[config.mk]
export PLATFORM = sky130hd
export DESIGN_NAME = wb_arbiter_2m
export DESIGN_NICKNAME = d
export VERILOG_FILES = /design/src/rtl/wb_arbiter_2m.sv
export SDC_FILE = /design/constraint.sdc
export NUM_CORES = 1
export LEC_CHECK = 0
export CAP_MARGIN = 5
export CORE_AREA = 3 3 124 126
export CTS_CLUSTER_SIZE = 20
export DETAILED_ROUTE_END_ITERATION = 10
export DIE_AREA = 0 0 127 129
export GPL_TIMING_DRIVEN = 0
export PLACE_DENSITY = 0.64
export SLEW_MARGIN = 20
export SYNTH_ARGS = -nofsm -noshare
export SYNTH_HDL_FRONTEND = slang
export SYNTH_SLANG_ARGS = --single-unit
export TNS_END_PERCENT = 10
[constraint.sdc]
create_clock -name clk -period 2.89 [get_ports clk]
set_clock_uncertainty 0.15 [all_clocks]
set_input_delay 0.578 -clock clk [delete_from_list [all_inputs] [get_ports clk]]
set_output_delay 0.578 -clock clk [all_outputs]
set_load 0.01 [all_outputs]
[src/rtl/wb_arbiter_2m.sv]
// Two-master / one-slave Wishbone arbiter with round-robin grant held per CYC
// and a stall watchdog that answers hung strobes with ERR.
module wb_arbiter_2m #(
    parameter int DATA_WIDTH   = 32,
    parameter int ADDR_WIDTH   = 32,
    parameter int SELECT_WIDTH = DATA_WIDTH / 8,
    parameter int TIMEOUT      = 255
) (
    input  logic                    clk,
    input  logic                    rst,

    input  logic [ADDR_WIDTH-1:0]   wbm0_adr_i,
    input  logic [DATA_WIDTH-1:0]   wbm0_dat_i,
    output logic [DATA_WIDTH-1:0]   wbm0_dat_o,
    input  logic                    wbm0_we_i,
    input  logic [SELECT_WIDTH-1:0] wbm0_sel_i,
    input  logic                    wbm0_stb_i,
    input  logic                    wbm0_cyc_i,
    output logic                    wbm0_ack_o,
    output logic                    wbm0_err_o,

    input  logic [ADDR_WIDTH-1:0]   wbm1_adr_i,
    input  logic [DATA_WIDTH-1:0]   wbm1_dat_i,
    output logic [DATA_WIDTH-1:0]   wbm1_dat_o,
    input  logic                    wbm1_we_i,
    input  logic [SELECT_WIDTH-1:0] wbm1_sel_i,
    input  logic                    wbm1_stb_i,
    input  logic                    wbm1_cyc_i,
    output logic                    wbm1_ack_o,
    output logic                    wbm1_err_o,

    output logic [ADDR_WIDTH-1:0]   wbs_adr_o,
    output logic [DATA_WIDTH-1:0]   wbs_dat_o,
    input  logic [DATA_WIDTH-1:0]   wbs_dat_i,
    output logic                    wbs_we_o,
    output logic [SELECT_WIDTH-1:0] wbs_sel_o,
    output logic                    wbs_stb_o,
    output logic                    wbs_cyc_o,
    input  logic                    wbs_ack_i,
    input  logic                    wbs_err_i,

    output logic [1:0]              grant_o,
    output logic                    timeout_o
);

    localparam int CNT_W = (TIMEOUT > 0) ? $clog2(TIMEOUT + 1) : 1;
    localparam logic [CNT_W-1:0] WD_LAST = CNT_W'((TIMEOUT > 0) ? TIMEOUT - 1 : 0);
    localparam bit WD_EN = (TIMEOUT > 0);

    typedef enum logic [1:0] {
        IDLE = 2'd0,
        OWN0 = 2'd1,
        OWN1 = 2'd2
    } state_t;

    state_t            state_q, state_d;
    logic              last_owner_q, last_owner_d;
    logic [CNT_W-1:0]  wd_cnt_q, wd_cnt_d;
    logic              abort_q, abort_d;

    logic                    own0, own1;
    logic [ADDR_WIDTH-1:0]   own_adr;
    logic [DATA_WIDTH-1:0]   own_dat;
    logic                    own_we;
    logic [SELECT_WIDTH-1:0] own_sel;
    logic                    own_stb;
    logic                    own_cyc;
    logic                    stalled;
    logic                    wd_err;
    logic                    rsp_ack;
    logic                    rsp_err;

    always_ff @(posedge clk or posedge rst) begin
        if (rst) begin
            state_q      <= IDLE;
            last_owner_q <= 1'b1;
            wd_cnt_q     <= '0;
            abort_q      <= 1'b0;
        end else begin
            state_q      <= state_d;
            last_owner_q <= last_owner_d;
            wd_cnt_q     <= wd_cnt_d;
            abort_q      <= abort_d;
        end
    end

    // Grant is only re-evaluated from IDLE, so owners are always separated
    // by one idle cycle and a held CYC can never be pre-empted.
    always_comb begin
        state_d      = state_q;
        last_owner_d = last_owner_q;
        case (state_q)
            IDLE: begin
                if (wbm0_cyc_i && wbm1_cyc_i) begin
                    state_d = last_owner_q ? OWN0 : OWN1;
                end else if (wbm0_cyc_i) begin
                    state_d = OWN0;
                end else if (wbm1_cyc_i) begin
                    state_d = OWN1;
                end
            end
            OWN0: begin
                if (!wbm0_cyc_i) begin
                    state_d      = IDLE;
                    last_owner_d = 1'b0;
                end
            end
            OWN1: begin
                if (!wbm1_cyc_i) begin
                    state_d      = IDLE;
                    last_owner_d = 1'b1;
                end
            end
            default: state_d = IDLE;
        endcase
    end

    assign own0    = (state_q == OWN0);
    assign own1    = (state_q == OWN1);
    assign grant_o = {own1, own0};

    always_comb begin
        own_adr = '0;
        own_dat = '0;
        own_we  = 1'b0;
        own_sel = '0;
        own_stb = 1'b0;
        own_cyc = 1'b0;
        if (own0) begin
            own_adr = wbm0_adr_i;
            own_dat = wbm0_dat_i;
            own_we  = wbm0_we_i;
            own_sel = wbm0_sel_i;
            own_stb = wbm0_stb_i;
            own_cyc = wbm0_cyc_i;
        end else if (own1) begin
            own_adr = wbm1_adr_i;
            own_dat = wbm1_dat_i;
            own_we  = wbm1_we_i;
            own_sel = wbm1_sel_i;
            own_stb = wbm1_stb_i;
            own_cyc = wbm1_cyc_i;
        end
    end

    assign wbs_adr_o = own_adr;
    assign wbs_dat_o = own_dat;
    assign wbs_we_o  = own_we;
    assign wbs_sel_o = own_sel;
    assign wbs_cyc_o = own_cyc;
    assign wbs_stb_o = own_stb & ~abort_q;

    assign stalled = wbs_stb_o & ~wbs_ack_i & ~wbs_err_i;
    assign wd_err  = WD_EN && stalled && (wd_cnt_q == WD_LAST);

    // After a watchdog ERR the strobe stays masked until the owner withdraws
    // it, so a slave that wakes up late cannot complete a beat already failed.
    always_comb begin
        wd_cnt_d = wd_cnt_q;
        abort_d  = abort_q;
        if (!WD_EN || !stalled || wd_err || (state_d != state_q)) begin
            wd_cnt_d = '0;
        end else begin
            wd_cnt_d = wd_cnt_q + 1'b1;
        end
        if ((state_d != state_q) || !own_stb) begin
            abort_d = 1'b0;
        end else if (wd_err) begin
            abort_d = 1'b1;
        end
    end

    assign rsp_ack   = wbs_ack_i & ~wbs_err_i & ~abort_q;
    assign rsp_err   = (wbs_err_i & ~abort_q) | wd_err;
    assign timeout_o = wd_err;

    assign wbm0_ack_o = own0 & rsp_ack;
    assign wbm0_err_o = own0 & rsp_err;
    assign wbm0_dat_o = own0 ? wbs_dat_i : '0;
    assign wbm1_ack_o = own1 & rsp_ack;
    assign wbm1_err_o = own1 & rsp_err;
    assign wbm1_dat_o = own1 ? wbs_dat_i : '0;

endmodule

; ---- Word level (Yosys, flattened, before mapping)
; Index checks and enable logic that the tools add are counted.
[word_totals]
regBits = 12
input_bits = 178
out_inout_bits = 142
elab_cells = 63
[classes]
add_sub_neg = 1
eq_ne = 6
mux = 27
n_bitwise = 14
n_reduce_logical = 11
[ops]
columns = cell, count
row1 = $mux W32, 6
row2 = $mux W2, 6
row3 = $and A1 B1 Y1, 10
row4 = $mux W1, 10
row5 = $add A8 B1 Y8 const B, 1
row6 = $eq A8 B8 Y1 const B, 1
row7 = $mux W4, 2
row8 = $mux W8, 1
row9 = $pmux W2 S3, 1
row10 = $ne A2 B2 Y1 const B, 2
row11 = $reduce_bool A2 Y1, 2
row12 = $logic_or A1 B1 Y1, 3
row13 = $not A1 Y1, 3
row14 = $reduce_and A3 Y1, 1
row15 = $eq A2 B1 Y1 const B, 1
row16 = $eq A2 B2 Y1 const B, 1
row17 = $logic_and A1 B1 Y1, 2
row18 = $logic_not A1 Y1, 2
row19 = $logic_not A2 Y1, 1
row20 = $ne A2 B2 Y1, 1
row21 = $pmux W1 S2, 1
row22 = $or A1 B1 Y1, 1

; ---- Logic depth before layout (Yosys ltp)
; Gate-level depths: netlist of run 1.
[depth]
depth_word = 10
ltp_mapped = 6
depth_no_buf = 6

; ---- Worst setup path after synthesis of run 1
; Ideal clock, no wire load.
[synth_timing]
path_type = input to output
startpoint = in wbs_ack_i
endpoint = out wbm0_err_o
arrival_time_ns = 1.626
t_required_ns = 2.162
path_slack_ns = 0.536
cell_stages = 4
cell_sequence = or3_4 a2111oi_4 a21oi_2 nor2_1
[synth_between]
elab_chain_cells = 6
[synth_rtl]
columns = item, line_no
row1 = start: declaration, 39  ; input logic wbs_ack_i,
row2 = $not A1 Y1, 153  ; assign stalled = wbs_stb_o & ~wbs_ack_i & ~wbs_err_i;
row3 = $and A1 B1 Y1 (2 in a row), 153
row4 = $logic_and A1 B1 Y1, 154  ; assign wd_err = WD_EN && stalled && (wd_cnt_q == WD_LAST);
row5 = named net timeout_o, 43  ; output logic timeout_o
row6 = $or A1 B1 Y1, 174  ; assign rsp_err = (wbs_err_i & ~abort_q) | wd_err;
row7 = $and A1 B1 Y1, 178  ; assign wbm0_err_o = own0 & rsp_err;
row8 = end: declaration, 20  ; output logic wbm0_err_o,
; The timed path passes the listed nets, and every way through them passes these cells.

; ---- Worst setup path in the final report of run 1
[layout_timing]
startpoint = reg state_q[1]
endpoint = out wbm0_dat_o[2]
[layout_between]
elab_chain_cells = 2
[layout_rtl]
columns = item, line_no
row1 = start: declaration, 56  ; state_t state_q, state_d;
row2 = start signal: assignment, 80  ; state_q <= state_d;
row3 = $eq A2 B1 Y1, 118  ; assign own0 = (state_q == OWN0);
row4 = $mux W32, 179  ; assign wbm0_dat_o = own0 ? wbs_dat_i : '0;
row5 = end: declaration, 14  ; output logic [DATA_WIDTH-1:0] wbm0_dat_o,
; No other way between the ends.

==> impl_results.md, run 1 <==
* Worst EP arrival at 2.11 ns
* Port Buf Inserts at 319
* CP cell instances: clkbuf_4 > inv_4 > clkbuf_1 > and3_1 > clkdlybuf4s50_1
* Core ar. at 14,400 um2
* Syn-to-layout area delta at 197%
* Final setup viols at 0
* GP Congestion at between 0.9 and 1
* DRC viols at 0
* R2r worst-path depth at 4
* Hold Path Stages at 1
* Antenna violations before repair at 1
* ANT nets after route at 0
* Die area at 16,400 um2
* Async set-or-reset flop fraction in the synthesized netlist at 1.00
* Count of final hold-check violations at 0
* Status: complete, no violations
* Root Buffer: clkbuf_16
* CTS max path bufs at 2
* Layout cells sized above 1 at 0.0623
* Mapped Nets at 418
* Die width at 127 um
* TritonCTS clock tree: done
* Reg-to-Reg End: wd_cnt_q[1]
* Overall power at ~0.0017 W
* Reg2reg start: state_q[1]
* # rows at 44
* WS Path Type: reg2out
* Final WS setup at roughly 0.052 ns
* HP Class: reg2reg
* Final Critical Period at approximately 2.8 ns
* Clock sinks at 12
* Worst-skew pair later-pin latency at 0.24 ns
* CP max FO at 10
* Hpwl dp at 12.0 mm
* Die Y at around 130 um
* Largest stage delay, worst path at 0.57 ns
* Post-synth EDFFs at 0
* R2R Setup Slk at between 1 and 1.5 ns
* Unrepaired setup endpoints after global routing: true
* Commonest cells after routing, fill and taps aside: clkdlybuf4s50_1, a22o_1, and3_1, dlymetal6s2s_1, buf_4
* Worst Path Buf+Inv at 4
* Count of state elements after synthesis at 12
* Most common cell after layout, fill and taps aside: clkdlybuf4s50_1
* Pwr dens at around 310 nW/um2
* DR iter-0 viols at 156
* Mean area per synthesized cell at 7.69 um2
* Relative slew slack at 0.570
* Ys flop type: dfrtp_1
* Routed WL at roughly 14 mm
* Worst hold slack at 0.377 ns
* Slowest stage cell, crit path: clkdlybuf4s50_1
* Total Routing Usage GR at 0.158
* CP delay by family, top: buffers and inverters
* Final max-slew violation count at 0
* Vias at 3,331
* Num CTS Buffers at 3
* P_leak at between 2 and 3 nW
* Synth warn at 0
* H-tree depth at 1
* Pre-CTS setup slack at -0.382 ns
* Sequential area share after synthesis at 0.165
* Critical path required time at ~2.2 ns
* Mapped Area at 1830 um2
* Via/cell ratio at 4.46
* Remaining global-route overflow at 0
* Yosys cell types at 30
* Startpoint Class: register
* Vias in the first global route at 3,323
* # hold bufs at CTS at 0
* Initial Utilization at 0.127
* Tightest Pin Transition at 0.642 ns
* Setup crit end kind: output port
* Hold Path Sink: state_q[1]
* Per-cell routed wire length at 19.3 um
* Final Core Density at 0.377
* Clock transition at path regs at around 0.040 ns
* Io pins at 320
* First-pass GRT wire length at between 20 and 25 mm
* Largest net degree at the start of global routing at 13
* Max_cap viols at 0
* Cells after Synth at 238
* Max Clk Rate at 352 MHz
* HP Start: last_owner_q
* Final nets at 743
* Pre-antenna DRT Iters at 4
* Final period util at 0.982
* Max IR drop VDD at 296 uV
==> per-layer routing <==
layer  wire length, um  global-route usage  up-vias
li1                  -                   -     1573
met1              5800               0.194     1582
met2              7190               0.278      160
met3              1120              0.0419       16
met4               283              0.0334        0
met5                 0                   0        -
==> power breakdown <==
part	internal, W	total (W)	switching, W
Sequential	0.000179	0.000187	0.00000769
Combinational	0.000715	0.00124	0.000524
Clock	0.000209	0.000285	0.0000755
==> state kept, by name, indices dropped and copies added, names as in the netlist <==
register,cells
last_owner_q,1
abort_q,1
wd_cnt_q,8
state_q,2
==> metrics by stage <==
step	area [um2]	std cells	TNS (ns)
after floorplan	1830	238	0
after global placement	5250	741	-2.43
after detailed placement	5250	741	-3.98
after CTS	5370	746	-0.570
after global routing	5440	747	-0.549
final	5440	747	0
==> cell families (layout without fill, tap and decap cells) <==
family,count (synthesis),in the layout,share of synthesized area
xor gates and xnor gates,6,6,0.0287
buffers and inverters,38,362,0.0930
DFF,12,12,0.165
other,0,1,0
adders and majority gates,2,2,0.0137
AOI/OAI and AO/OA,83,83,0.391
and+or+nand+nor,97,97,0.309
==> worst max-delay path by stage <==
stage	start	endpoint	cells after the start
2_1_floorplan	wbs_ack_i	wbm0_err_o	4
3_3_place_gp	wbs_err_i	wbm0_err_o	6
3_5_place_dp	wbs_err_i	wbm0_err_o	6
4_1_cts	state_q[1]	wbs_adr_o[5]	7
5_1_grt	state_q[1]	wbm0_dat_o[2]	5
6_report	state_q[1]	wbm0_dat_o[2]	5
==> cell usage after synthesis, types with 3 or more instances <==
master | instances | area share
inv_1 | 6 | 0.012
buf_2 | 16 | 0.044
xor2_1 | 5 | 0.024
nor2_1 | 13 | 0.027
clkbuf_1 | 12 | 0.025
dfrtp_1 | 11 | 0.15
a22o_1 | 69 | 0.33
a21oi_1 | 5 | 0.014
and3_1 | 65 | 0.22
o21ai_0 | 3 | 0.0082
nand3_1 | 4 | 0.011
nand2_1 | 7 | 0.014
==> timing repair <==
item,4_1_cts,5_1_grt
hold endpoints to repair,0,0
gates resized for setup,37,35
pin swaps,1,0
buffers inserted,1,0
setup endpoints to repair,85,78
==> layout make-up <==
type | count | area [um2]
multi-input cells | 188 | 1360
diodes | 1 | 2.50
inverters | 8 | 45.0
plain buffers | 30 | 180
clock buffers | 4 | 88.8
well taps | 184 | 230
flip-flops and latches | 12 | 302
repair buffers | 320 | 3230
fillers | 1465 | 8990
No activity file was read; power rests on OpenSTA's default activity.
==> run 2: changes to the inputs <==
- GPL_ROUTABILITY_DRIVEN: unset -> 0
- PLACE_DENSITY: 0.64 -> 0.51
==> impl_results.md, run 2 (synthesized netlist as in run 1, its figures left out) <==
* Status: complete, no violations
* Final period util at 0.991 (+0.00900)
* Vias in the first global route at 3,159 (-4.9%)
* Max IR drop VDD at 160 uV (-46%)
* ANT nets after route at 0 (unchanged)
* CTS max path bufs at 2 (unchanged)
* Unrepaired setup endpoints after global routing: true
* Max_cap viols at 0 (unchanged)
* Vias at 3,220 (-3.3%)
* WS Path Type: reg2out
* Final setup viols at 0 (unchanged)
* Clock transition at path regs at 0.04 ns (about the same)
* Total Routing Usage GR at 0.148 (-0.0103)
* Pre-CTS setup slack at -0.352 ns (+0.0297 ns)
* Initial Utilization at 0.127 (unchanged)
* Clock network power share at 0.152 (-0.014)
* Hpwl dp at 11.8 mm (-1.4%)
* Syn-to-layout area delta at 196%
* Die area at 16,400 um2 (unchanged)
* Pint at 0.00110 W (-0.24%)
* Die Y at 129 um (unchanged)
* Antenna violations before repair at 0 (-1)
* # rows at 44 (unchanged)
* DRC viols at 0 (unchanged)
* Core ar. at 14,400 um2 (unchanged)
* Count of final hold-check violations at 0 (unchanged)
* Tightest Pin Transition at 0.570 ns (-0.0722 ns)
* Pwr dens at 309 nW/um2 (-2.0%)
* Hold Path Stages at 2 (+1)
* R2R Setup Slk at 1.04 ns (-0.04 ns)
* Layout cells sized above 1 at 0.0619 (-0.000331)
* Num CTS Buffers at 3 (unchanged)
* Most common cell after layout, fill and taps aside: clkdlybuf4s50_1
* Final nets at 746 (+0.40%)
* Port Buf Inserts at 319 (unchanged)
* Worst EP arrival at 2.14 ns (+0.03 ns)
* Remaining global-route overflow at 0 (unchanged)
* R2r worst-path depth at 8 (+4)
* Combinational Power Share at 0.735 (+0.011)
* Psw at 0.000570 W (-6.1%)
* Final Critical Period at 2.86 ns (+0.0260 ns)
* Per-cell routed wire length at 18.2 um (-5.5%)
* Final WS setup at 0.0264 ns (-0.0260 ns)
* Hold Path Sink: last_owner_q
* Largest registers: wd_cnt_q: 8 flops, state_q: 2 flops
* Max Clk Rate at 349 MHz (-0.91%)
* Setup crit end kind: output port
* Critical path required time at 2.16 ns (about the same)
* Via/cell ratio at 4.30 (-3.6%)
* Pre-antenna DRT Iters at 4 (unchanged)
* TritonCTS clock tree: done
* First-pass GRT wire length at 19.2 mm (-6.7%)
* Worst hold slack at 0.378 ns (+0.00120 ns)
* Startpoint Class: register
* Root Buffer: clkbuf_16
* DR iter-0 viols at 107 (-31%)
* P_leak at 2.39 nW (-10%)
* Flop pwr share at 0.112 (+0.003)
* HP Start: last_owner_q
* CP max FO at 10 (unchanged)
* Reg with most FFs: wd_cnt_q
* Max reg flops at 8 (unchanged)
* Final max-slew violation count at 0 (unchanged)
* Die width at 127 um (unchanged)
* Switching share of power at 0.341 (-0.0137)
* Reg-to-Reg End: abort_q
* Relative slew slack at 0.618 (+0.0483)
* Reg2reg start: wd_cnt_q[0]
* Worst-skew pair later-pin latency at 0.24 ns (about the same)
* Routed WL at 13.6 mm (-5.3%)
* HP Class: reg2reg
* Clock sinks at 12 (unchanged)
* H-tree depth at 1 (unchanged)
* Setup TNS at 0 ns (unchanged)
* Commonest cells after routing, fill and taps aside: clkdlybuf4s50_1, a22o_1, and3_1, buf_4
* Io pins at 320 (unchanged)
* Diode count at 0 (-1)
* Largest net degree at the start of global routing at 13 (unchanged)
-- run 2: changes by cell type in the layout (fill, tap and decap cells not counted), moves of 2 or more --
cell | before | now
dlymetal6s2s_1 | 20 | 3
clkdlybuf4s50_1 | 281 | 306
clkbuf_1 | 11 | 13
dlygate4sd2_1 | 16 | 10
-- run 2: metal layers --
metal / wire, um / GRT usage
met5: 0 / 0
met4: 62 / 0.0158
met3: 972 / 0.0332
met2: 7200 / 0.279
met1: 5400 / 0.176
-- run 2: worst max-delay path by stage --
| stage | slack [ns] | end | from | cells after the start |
|---|---|---|---|---|
| 3_3_place_gp | -0.34 | wbm1_err_o | wbs_err_i | 6 |
| 4_1_cts | 0.0009 | wbs_dat_o[0] | state_q[1] | 6 |
| 3_5_place_dp | -0.35 | wbm1_err_o | wbs_err_i | 6 |
| 5_1_grt | -0.05 | wbm1_dat_o[24] | state_q[0] | 6 |
| 2_1_floorplan | 0.54 | wbm0_err_o | wbs_ack_i | 4 |
| 6_report | 0.03 | wbm1_dat_o[17] | state_q[0] | 6 |
-- run 2: layout make-up --
class,instances,area [um2]
fillers,1504,9010
repair buffers,323,3220
multi-input cells,188,1360
flip-flops and latches,12,302
well taps,184,230
plain buffers,30,184
clock buffers,4,78.8
inverters,8,43.8
-- run 2: critical path, cell delays in order, from the launching register on --
cell             delay (ns)
dfrtp_1                0.40
buf_4                  0.19
clkinvlp_4             0.08
buf_4                  0.15
clkbuf_1               0.30
and3_1                 0.24
clkdlybuf4s50_1        0.55
-- run 2: metrics by stage --
step	instances	util	instance area, um2	power, W
6_report	749	0.376	5420	0.00167
5_1_grt	749	0.376	5420	0.00177
4_1_cts	749	0.374	5400	0.00169
3_5_place_dp	741	0.364	5250	0.00141
3_3_place_gp	741	0.364	5250	0.00141
2_1_floorplan	238	-	1830	0.000639
-- run 2: timing repair --
item,CTS,global route
hold buffers,0,0
pin swaps,1,0
resized for setup,29,9
buffers inserted,4,0
setup endpoints to repair,76,94
-- run 2: power by group through the flow --
stage	Clock [W]	Combinational (W)	Sequential (W)
4_1_cts	0.000261	0.00124	0.000188
2_1_floorplan	0	0.000452	0.000187
3_3_place_gp	0	0.00122	0.000189
3_5_place_dp	0	0.00122	0.000190
6_report	0.000254	0.00123	0.000188
5_1_grt	0.000273	0.00131	0.000189
==> run 3: changes to the inputs <==
- CTS_BUF_LIST: unset -> sky130_fd_sc_hd__clkbuf_4
==> impl_results.md, run 3 (synthesized netlist as in run 1, its figures left out) <==
* Io pins at 320 (unchanged)
* Largest net degree at the start of global routing at 13 (unchanged)
* Antenna violations before repair at 0 (unchanged)
* Pre-antenna DRT Iters at 4 (unchanged)
* WS Path Type: reg2out
* Filler cell count at 1,510 (+0.40%)
* Hpwl dp at 11.8 mm (unchanged)
* Final nets at 746 (unchanged)
* Diode count at 0 (unchanged)
* # rows at 44 (unchanged)
* Die area at 16,400 um2 (unchanged)
* CP cell instances: buf_4 > clkinvlp_4 > buf_4 > clkbuf_1 > and3_1 > clkdlybuf4s50_1
* Worst-skew pair later-pin latency at 0.26 ns (+0.02 ns)
* Setup crit end kind: output port
* R2r worst-path depth at 8 (unchanged)
* Core ar. at 14,400 um2 (unchanged)
* TritonCTS clock tree: done
* Commonest cells after routing, fill and taps aside: clkdlybuf4s50_1, a22o_1, and3_1, dlymetal6s2s_1, buf_4
* Port Buf Inserts at 319 (unchanged)
* Per-cell routed wire length at 18.3 um (+0.43%)
* Final Core Density at 0.375 (about the same)
* Final Critical Period at 2.89 ns (+0.0313 ns)
* DR iter-0 viols at 106 (-0.93%)
* Most common cell after layout, fill and taps aside: clkdlybuf4s50_1
* DRC viols at 0 (unchanged)
* P_leak at 2.67 nW (+12%)
* Largest stage delay, worst path at 0.55 ns (about the same)
* Critical path required time at 2.16 ns (about the same)
* Most used cell along the critical path: buf_4
* Max_cap viols at 0 (unchanged)
* Via/cell ratio at 4.30 (unchanged)
* Clock sinks at 12 (unchanged)
* ANT nets after route at 0 (unchanged)
* Vias in the first global route at 3,160 (+0.032%)
* Startpoint Class: register
* Layout cells sized above 1 at 0.0673 (+0.00531)
* Total Routing Usage GR at 0.147 (-0.000693)
* Die Y at 129 um (unchanged)
* Max Clk Rate at 345 MHz (-1.1%)
* Pwr dens at 280 nW/um2 (-9.1%)
* Multi-input gate area at 1360 um2 (unchanged)
* Syn-to-layout area delta at 196% (about the same)
* Count of final hold-check violations at 0 (unchanged)
* Root Buffer: clkbuf_4
* Unrepaired setup endpoints after global routing: true
* Final setup viols at 1 (+1)
* Final period util at 1.00 (+0.0108)
* Slowest stage cell, crit path: clkdlybuf4s50_1
* H-tree depth at 1 (unchanged)
* Final max-slew violation count at 0 (unchanged)
* First-pass GRT wire length at 19.1 mm (-0.25%)
* Pre-CTS setup slack at -0.352 ns (unchanged)
* Reg with most FFs: wd_cnt_q
* Max reg flops at 8 (unchanged)
* Routed WL at 13.7 mm (+0.43%)
* Initial Utilization at 0.127 (unchanged)
* Setup TNS at -0.00493 ns (-0.00493 ns)
* Num CTS Buffers at 3 (unchanged)
* Register area at 302 um2 (unchanged)
* Largest registers: wd_cnt_q: 8 flops, state_q: 2 flops
* Final WS setup at -0.00493 ns (-0.0313 ns)
* # hold bufs at CTS at 0 (unchanged)
* CP max FO at 10 (unchanged)
* Hold Path Stages at 2 (unchanged)
* Max IR drop VDD at 115 uV (-28%)
* Tightest Pin Transition at 0.581 ns (+0.0113 ns)
* HP Class: reg2reg
* Die width at 127 um (unchanged)
* Relative slew slack at 0.611 (-0.00759)
* Failing checks: setup timing
* Clock transition at path regs at 0.07 ns (+0.03 ns)
* Remaining global-route overflow at 0 (unchanged)
* Vias at 3,220 (unchanged)
* CTS max path bufs at 2 (unchanged)
* Status: finished, violations left
* Worst EP arrival at 2.17 ns (+0.03 ns)
==> run 3: layout make-up <==
| type | instances | share of cell area |
|---|---|---|
| repair buffers | 323 | 0.602 |
| multi-input cells | 188 | 0.251 |
| flip-flops and latches | 12 | 0.0557 |
| well taps | 184 | 0.0425 |
| plain buffers | 30 | 0.0351 |
| inverters | 8 | 0.00762 |
| clock buffers | 4 | 0.00555 |
==> run 3: critical path: cells and delay by family (launching register included) <==
| family | cells | cell delay [ns] |
|---|---|---|
| DFF | 1 | 0.41 |
| and+or+nand+nor | 1 | 0.24 |
| buffers and inverters | 5 | 1.26 |
==> run 3: stage by stage <==
| step | area, um2 | std cells | total power, W | hold slack [ns] |
|---|---|---|---|---|
| 6_report | 5420 | 749 | 0.00152 | 0.381 |
| 2_1_floorplan | 1830 | 238 | 0.000639 | 0.292 |
| 4_1_cts | 5350 | 749 | 0.00154 | 0.384 |
| 5_1_grt | 5420 | 749 | 0.00161 | 0.420 |
| 3_3_place_gp | 5250 | 741 | 0.00141 | 0.362 |
| 3_5_place_dp | 5250 | 741 | 0.00141 | 0.376 |
==> run 3: path summary, 6_finish.rpt <==
path	startpoint	end	slack (ns)
max reg2reg	wd_cnt_q[0]	abort_q	1.03
max in group asynchronous	rst	last_owner_q	1.78
min in group asynchronous	rst	abort_q	0.46
max	state_q[0]	wbm1_dat_o[17]	-0.005
min reg2reg	last_owner_q	last_owner_q	0.38
min	last_owner_q	last_owner_q	0.38
==> run 3: power breakdown <==
part / internal [W] / switching [W] / total [W]
Combinational: 0.000725 / 0.000492 / 0.00122
Clock: 0.0000627 / 0.0000513 / 0.000114
Sequential: 0.000178 / 0.00000867 / 0.000187
==> run 3: routing by layer <==
layer,share of wire,global-route usage,routed length [um],vias to the layer above
met5,0,0,0,-
li1,-,-,-,1572
met2,0.53,0.278,7240,152
met3,0.074,0.0332,1010,4
met4,0.0030,0.0120,41,0
met1,0.39,0.176,5400,1492
==> run 3: timing repair <==
| item | in CTS | in global routing |
|---|---|---|
| setup endpoints to repair | 100 | 106 |
| gates resized for setup | 36 | 28 |
| setup buffers | 4 | 0 |
| pin swaps | 1 | 0 |
